File: src/rtl/hilo_pkg.sv
// Shared definitions for the execute-stage HI/LO multiply/divide unit.
//   hilo_state_t : control FSM states of hilo_md_unit
//   DIV_ITERS    : quotient bits produced by the iterative divider
//   DIV0_QUOT    : LO value written on a divide by zero
//   magnitude()  : absolute value of an operand when treated as signed
package hilo_pkg;

  typedef enum logic [2:0] {
    IDLE,
    MUL,
    DIV,
    FIX,
    DONE
  } hilo_state_t;

  localparam int unsigned DIV_ITERS = 32;
  localparam logic [31:0] DIV0_QUOT = 32'hFFFF_FFFF;

  // 0x80000000 maps onto itself, which is the correct unsigned magnitude.
  function automatic logic [31:0] magnitude(input logic [31:0] v, input logic sgn);
    return (sgn && v[31]) ? (~v + 32'd1) : v;
  endfunction

endpackage

File: src/rtl/hilo_md_unit_div_iter.sv
// Radix-2 restoring divider on unsigned magnitudes, one quotient bit per clock.
//   clk, rst  : clock, asynchronous active-high reset
//   start     : load dividend/divisor and begin a DIV_ITERS-cycle division
//   dividend  : unsigned dividend magnitude
//   divisor   : unsigned divisor magnitude
//   quot, rem : result, valid from the edge that completes the last iteration
//   last      : high during the cycle whose edge performs the final iteration
module div_iter
  import hilo_pkg::*;
(
  input  logic        clk,
  input  logic        rst,
  input  logic        start,
  input  logic [31:0] dividend,
  input  logic [31:0] divisor,
  output logic [31:0] quot,
  output logic [31:0] rem,
  output logic        last
);

  // acc = {partial remainder, remaining dividend bits / quotient bits}
  logic [63:0] acc;
  logic [5:0]  cnt;
  logic [32:0] trial;

  // The shifted partial remainder can need 33 bits before the subtract.
  assign trial = acc[63:31] - {1'b0, divisor};

  always_ff @(posedge clk or posedge rst) begin
    if (rst) begin
      acc <= '0;
      cnt <= 6'(DIV_ITERS);
    end else if (start) begin
      acc <= {32'd0, dividend};
      cnt <= '0;
    end else if (cnt != 6'(DIV_ITERS)) begin
      if (!trial[32]) begin
        acc <= {trial[31:0], acc[30:0], 1'b1};
      end else begin
        acc <= {acc[62:0], 1'b0};
      end
      cnt <= cnt + 6'd1;
    end
  end

  assign quot = acc[31:0];
  assign rem  = acc[63:32];
  assign last = (cnt == 6'(DIV_ITERS - 1));

endmodule

File: src/rtl/hilo_md_unit.sv
// Execute-stage HI/LO unit: MTHI/MTLO, MULT/MULTU, DIV/DIVU.
//   clk, rst       : clock, asynchronous active-high reset
//   flush          : cancels the instruction in EX (aborts a running op)
//   hilowrite      : EX instruction writes HI/LO
//   regToHilo_hi   : MTHI, srca -> HI
//   regToHilo_lo   : MTLO, srca -> LO
//   mdToHilo       : multiply/divide result -> HI/LO
//   mulOrdiv       : 1 = multiply, 0 = divide
//   isSign         : signed operands
//   srca, srcb     : rs / rt operands
//   stall_e        : freezes IF/ID/EX while a mul/div is in progress
//   hi_o, lo_o     : architectural HI/LO registers
// Only WIDTH = 32 is supported.
module hilo_md_unit
  import hilo_pkg::*;
#(
  parameter int unsigned WIDTH = 32
) (
  input  logic             clk,
  input  logic             rst,
  input  logic             flush,
  input  logic             hilowrite,
  input  logic             regToHilo_hi,
  input  logic             regToHilo_lo,
  input  logic             mdToHilo,
  input  logic             mulOrdiv,
  input  logic             isSign,
  input  logic [WIDTH-1:0] srca,
  input  logic [WIDTH-1:0] srcb,
  output logic             stall_e,
  output logic [WIDTH-1:0] hi_o,
  output logic [WIDTH-1:0] lo_o
);

  hilo_state_t state, next_state;

  logic             idle_wr;
  logic             start;
  logic [WIDTH-1:0] a_q, b_q;
  logic             sign_q;
  logic             sa, sb;

  logic [2*WIDTH-1:0] a_ext, b_ext, product;

  logic [WIDTH-1:0] div_quot, div_rem;
  logic [WIDTH-1:0] quot_fix, rem_fix;
  logic             div_last;

  // Gating with rst keeps stall_e low for the whole reset, even while the
  // held mul/div instruction is still presented on the inputs.
  assign idle_wr = (state == IDLE) && hilowrite && !flush && !rst;
  assign start   = idle_wr && mdToHilo;

  assign stall_e = start || (state == MUL) || (state == DIV) || (state == FIX);

  always_ff @(posedge clk or posedge rst) begin
    if (rst) begin
      state <= IDLE;
    end else begin
      state <= next_state;
    end
  end

  // mul vs div is captured by the MUL/DIV state itself, so mulOrdiv needs
  // no separate latch.
  always_comb begin
    next_state = state;
    case (state)
      IDLE: if (start) next_state = mulOrdiv ? MUL : DIV;
      MUL:  next_state = flush ? IDLE : DONE;
      DIV: begin
        if (flush)         next_state = IDLE;
        else if (div_last) next_state = FIX;
      end
      FIX:  next_state = flush ? IDLE : DONE;
      DONE: next_state = IDLE;
      default: next_state = IDLE;
    endcase
  end

  always_ff @(posedge clk or posedge rst) begin
    if (rst) begin
      a_q    <= '0;
      b_q    <= '0;
      sign_q <= 1'b0;
    end else if (start) begin
      a_q    <= srca;
      b_q    <= srcb;
      sign_q <= isSign;
    end
  end

  assign sa = sign_q && a_q[WIDTH-1];
  assign sb = sign_q && b_q[WIDTH-1];

  // Sign- or zero-extend to the full product width; the low 2*WIDTH bits of
  // the product are then correct for both signed and unsigned operands.
  assign a_ext   = {{WIDTH{sa}}, a_q};
  assign b_ext   = {{WIDTH{sb}}, b_q};
  assign product = a_ext * b_ext;

  div_iter u_div (
    .clk      (clk),
    .rst      (rst),
    .start    (start && !mulOrdiv),
    .dividend (magnitude(srca, isSign)),
    .divisor  (magnitude(srcb, isSign)),
    .quot     (div_quot),
    .rem      (div_rem),
    .last     (div_last)
  );

  assign quot_fix = (sa ^ sb) ? (~div_quot + 32'd1) : div_quot;
  assign rem_fix  = sa        ? (~div_rem + 32'd1)  : div_rem;

  always_ff @(posedge clk or posedge rst) begin
    if (rst) begin
      hi_o <= '0;
      lo_o <= '0;
    end else begin
      case (state)
        IDLE: begin
          if (idle_wr && regToHilo_hi) hi_o <= srca;
          if (idle_wr && regToHilo_lo) lo_o <= srca;
        end
        MUL: begin
          if (!flush) {hi_o, lo_o} <= product;
        end
        FIX: begin
          if (!flush) begin
            if (b_q == '0) begin
              hi_o <= a_q;
              lo_o <= DIV0_QUOT;
            end else begin
              hi_o <= rem_fix;
              lo_o <= quot_fix;
            end
          end
        end
        default: ;
      endcase
    end
  end

endmodule

File: config.mk
export PLATFORM = sky130hd
export DESIGN_NAME = hilo_md_unit
export DESIGN_NICKNAME = d
export VERILOG_FILES = /design/src/rtl/hilo_pkg.sv /design/src/rtl/hilo_md_unit_div_iter.sv /design/src/rtl/hilo_md_unit.sv
export SDC_FILE = /design/constraint.sdc
export NUM_CORES = 2
export LEC_CHECK = 0
export ABC_AREA = 1
export CAP_MARGIN = 20
export CELL_PAD_IN_SITES_DETAIL_PLACEMENT = 0
export CELL_PAD_IN_SITES_GLOBAL_PLACEMENT = 2
export CORE_ASPECT_RATIO = 1.75
export CORE_MARGIN = 1
export CORE_UTILIZATION = 42
export DETAILED_ROUTE_END_ITERATION = 8
export GPL_TIMING_DRIVEN = 0
export PLACE_DENSITY = 0.86
export REMOVE_ABC_BUFFERS = 1
export SLEW_MARGIN = 20
export SYNTH_ARGS = -nofsm -noshare
export SYNTH_HDL_FRONTEND = slang
export SYNTH_HIERARCHICAL = 1
export SYNTH_SLANG_ARGS = --single-unit
File: constraint.sdc
create_clock -name clk -period 23.9 [get_ports clk]
set_input_delay 3.585 -clock clk [delete_from_list [all_inputs] [get_ports clk]]
set_output_delay 3.585 -clock clk [all_outputs]
set_load 0.005 [all_outputs]
==> impl_metrics.toml <==
[run_status]
run_status = "finished clean"

[final_layout]
final_cell_mix = "2169 x nand2_1, 2015 x inv_1, 1125 x fa_1"
final_common_cell = "nand2_1"
finalNetCount = 9037
layout-drive-gt1-share = 0.03302
syn_to_final_growth_pct = 8.071

[detailed_routing]
routed-wl-met2_microns = 114200
viasPerCell = 5.143
wl_met3_microns = 6117
wl_per_cell_microns = 21.98
drt_first_pass_iters = 6
vias = 47848
wl_met1_microns = 70350
dr.max_layer_used = "met4"
post-route-drc-count = 0
drtAntennaViolNets = 0
wl_microns = 204500
drt_iter0_drc = 2532

[sta]
rsz0062_at_grt = "no"
final_max_slew_viol_count = 0
fin_crit_sh = 0.4254
min_period_ps = 10170
hold_viol = 0
slew_headroom = 0.2744
setup_violations = 0
final.setup.tns_ps = 0
finalClockSkew_ps = 31.82
worstMarginPinSlew_ps = 1088
max_freq_ghz = 0.09835

[floorplanning]
start_util = 0.4225
dieArea_sq_mm = 0.1350
die_w_microns = 278.2
pin_count = 138
die_h_microns = 485.3
rows = 177
core-area_sq_mm = 0.1327

[logic_synthesis]
ys.flop_type = "dfrtp_1"
ys_seq_area_frac = 0.09020
synth_edf_count = 0
ys_async_sr_fraction = 1.000
ys_seq_elements = 202
syn-cell-area_sq_mm = 0.05605
yosys_warnings = 6
synth_cell_types = 56
avgSynthCellArea_sq_um = 7.276
synthCells = 7704

[cts]
post_cts_buffers = 0
clkTransAtPathRegs_ps = 90
clk_root_buffer_cell = "clkbuf_16"
cts_tree = "yes"
ctsHoldBuffers = 0
cts_htree_levels = 1
cts_num_sinks = 202
clkLatencyLatePin_ps = 590
cts_made_buffers = 20
cts_resized = 0
cts_buffer_depth = 3

[critical_path]
worst-path-max-fanout = 45
cpMostUsedCell = "fa_1"
path_class = "register to register"
crit_required_ps = 24400
cp-end-kind = "register"
start_kind = "register"
worst_ep_arrival_time_ps = 10670
slowest_delay_ps = 920
crit_path_top_delay_cell = "fa_1"

[place]
place.port_buffers = 137
gp_congestion = 0.9863
dp_hpwl_microns = 177300

[grt]
grt_max_degree = 75
grt_usage = 0.3094
grt_pass1_vias = 51305
grt_pass1_wl_microns = 310000
antenna_found_initial = 2
overflow = 0

[hold_path]
hold_class = "register to register"

[flow_run]
maxCapViolCount = 0
-- per-stage QoR --
stage / setup WS [ps] / hold slack [ps] / instances / util / cell area, sq um
finish: 13730 / 496.2 / 9303 / 0.4567 / 60580
global route: 13250 / 538.1 / 9303 / 0.4567 / 60580
floorplan: 13410 / 471.6 / 7355 / - / 54640
global placement: 8235 / 494.7 / 9192 / 0.4382 / 58130
detailed placement: 13770 / 490.7 / 9266 / 0.4515 / 59890
CTS: 13720 / 509.4 / 9302 / 0.4566 / 60580
-- routing by layer --
metal,GRT usage,vias to the layer above
met2,0.6078,1257
li1,-,21953
met3,0.01405,481
met1,0.3220,24157
met5,0,-
met4,0.1779,0
-- state kept, by name (all words and copies together), names as in the netlist --
signal	flops
hi_o	32
b_q	32
u_div/cnt	6
sign_q	1
state	3
a_q	32
u_div/acc	64
lo_o	32
-- cell families after synthesis --
kind of cell,after synthesis,share of synthesized area
adders and majority gates,1376,0.4579
AOI/OAI and AO/OA,534,0.05199
muxes,1,0.0002009
xor gates and xnor gates,95,0.01484
and+or+nand+nor,3112,0.2233
DFF,202,0.09020
buffers and inverters,2384,0.1616
-- worst max-delay path, delay by kind of cell (launching register included) --
kind                       cells  cell delay (ps)
buffers and inverters          9             1950
AOI/OAI and AO/OA              1              170
DFF                            1              800
adders and majority gates      9             4690
and+or+nand+nor                9             2390
-- cells in the mapped netlist, types with 17 or more instances --
library cell     n  share of area
nand3_1        279          0.025
o21bai_1        25         0.0033
buf_1           18         0.0012
o21ai_0        201          0.018
fa_1          1126           0.40
or2_2           17         0.0019
a21oi_1        228          0.020
nor2_1         481          0.032
xor2_1          76          0.012
xnor2_1         19         0.0030
nor3_1          34         0.0030
a22oi_1         20         0.0027
dfrtp_1        201          0.090
clkbuf_1       296          0.020
nand4_1         53         0.0059
ha_1           250          0.056
buf_2           23         0.0021
inv_1         2017           0.14
nand2_1       2171           0.15
-- layout make-up --
type                            count  area (sq um)
Multi-Input combinational cell   5118         41990
Clock inverter                     14         162.7
Fill cell                       13700         72080
Inverter                         2035          7655
Tap cell                         1700          2127
Antenna cell                        1         2.502
Timing Repair Buffer              211          2988
Clock buffer                       22         518.0
Sequential cell                   202          5136
-- path summary, 6_finish.rpt --
kind | endpoint | start | depth (start not counted) | slack, ps
max | hi_o[27]$_DFFE_PP0P_ | a_q[31]$_DFFE_PP0P_ | 28 | 13730
max reg2reg | hi_o[27]$_DFFE_PP0P_ | a_q[31]$_DFFE_PP0P_ | 28 | 13730
max in group asynchronous | b_q[19]$_DFFE_PP0P_ | rst | 3 | 19550
min reg2reg | u_div/acc[30]$_DFFE_PP0P_ | u_div/acc[29]$_DFFE_PP0P_ | 2 | 500
min in group asynchronous | lo_o[2]$_DFFE_PP0P_ | rst | 2 | 3520
min | u_div/acc[30]$_DFFE_PP0P_ | u_div/acc[29]$_DFFE_PP0P_ | 2 | 500
Power is left out: the tool's default activity adds up to more than one toggle a clock period on the data nets, which glitch-free logic cannot reach.
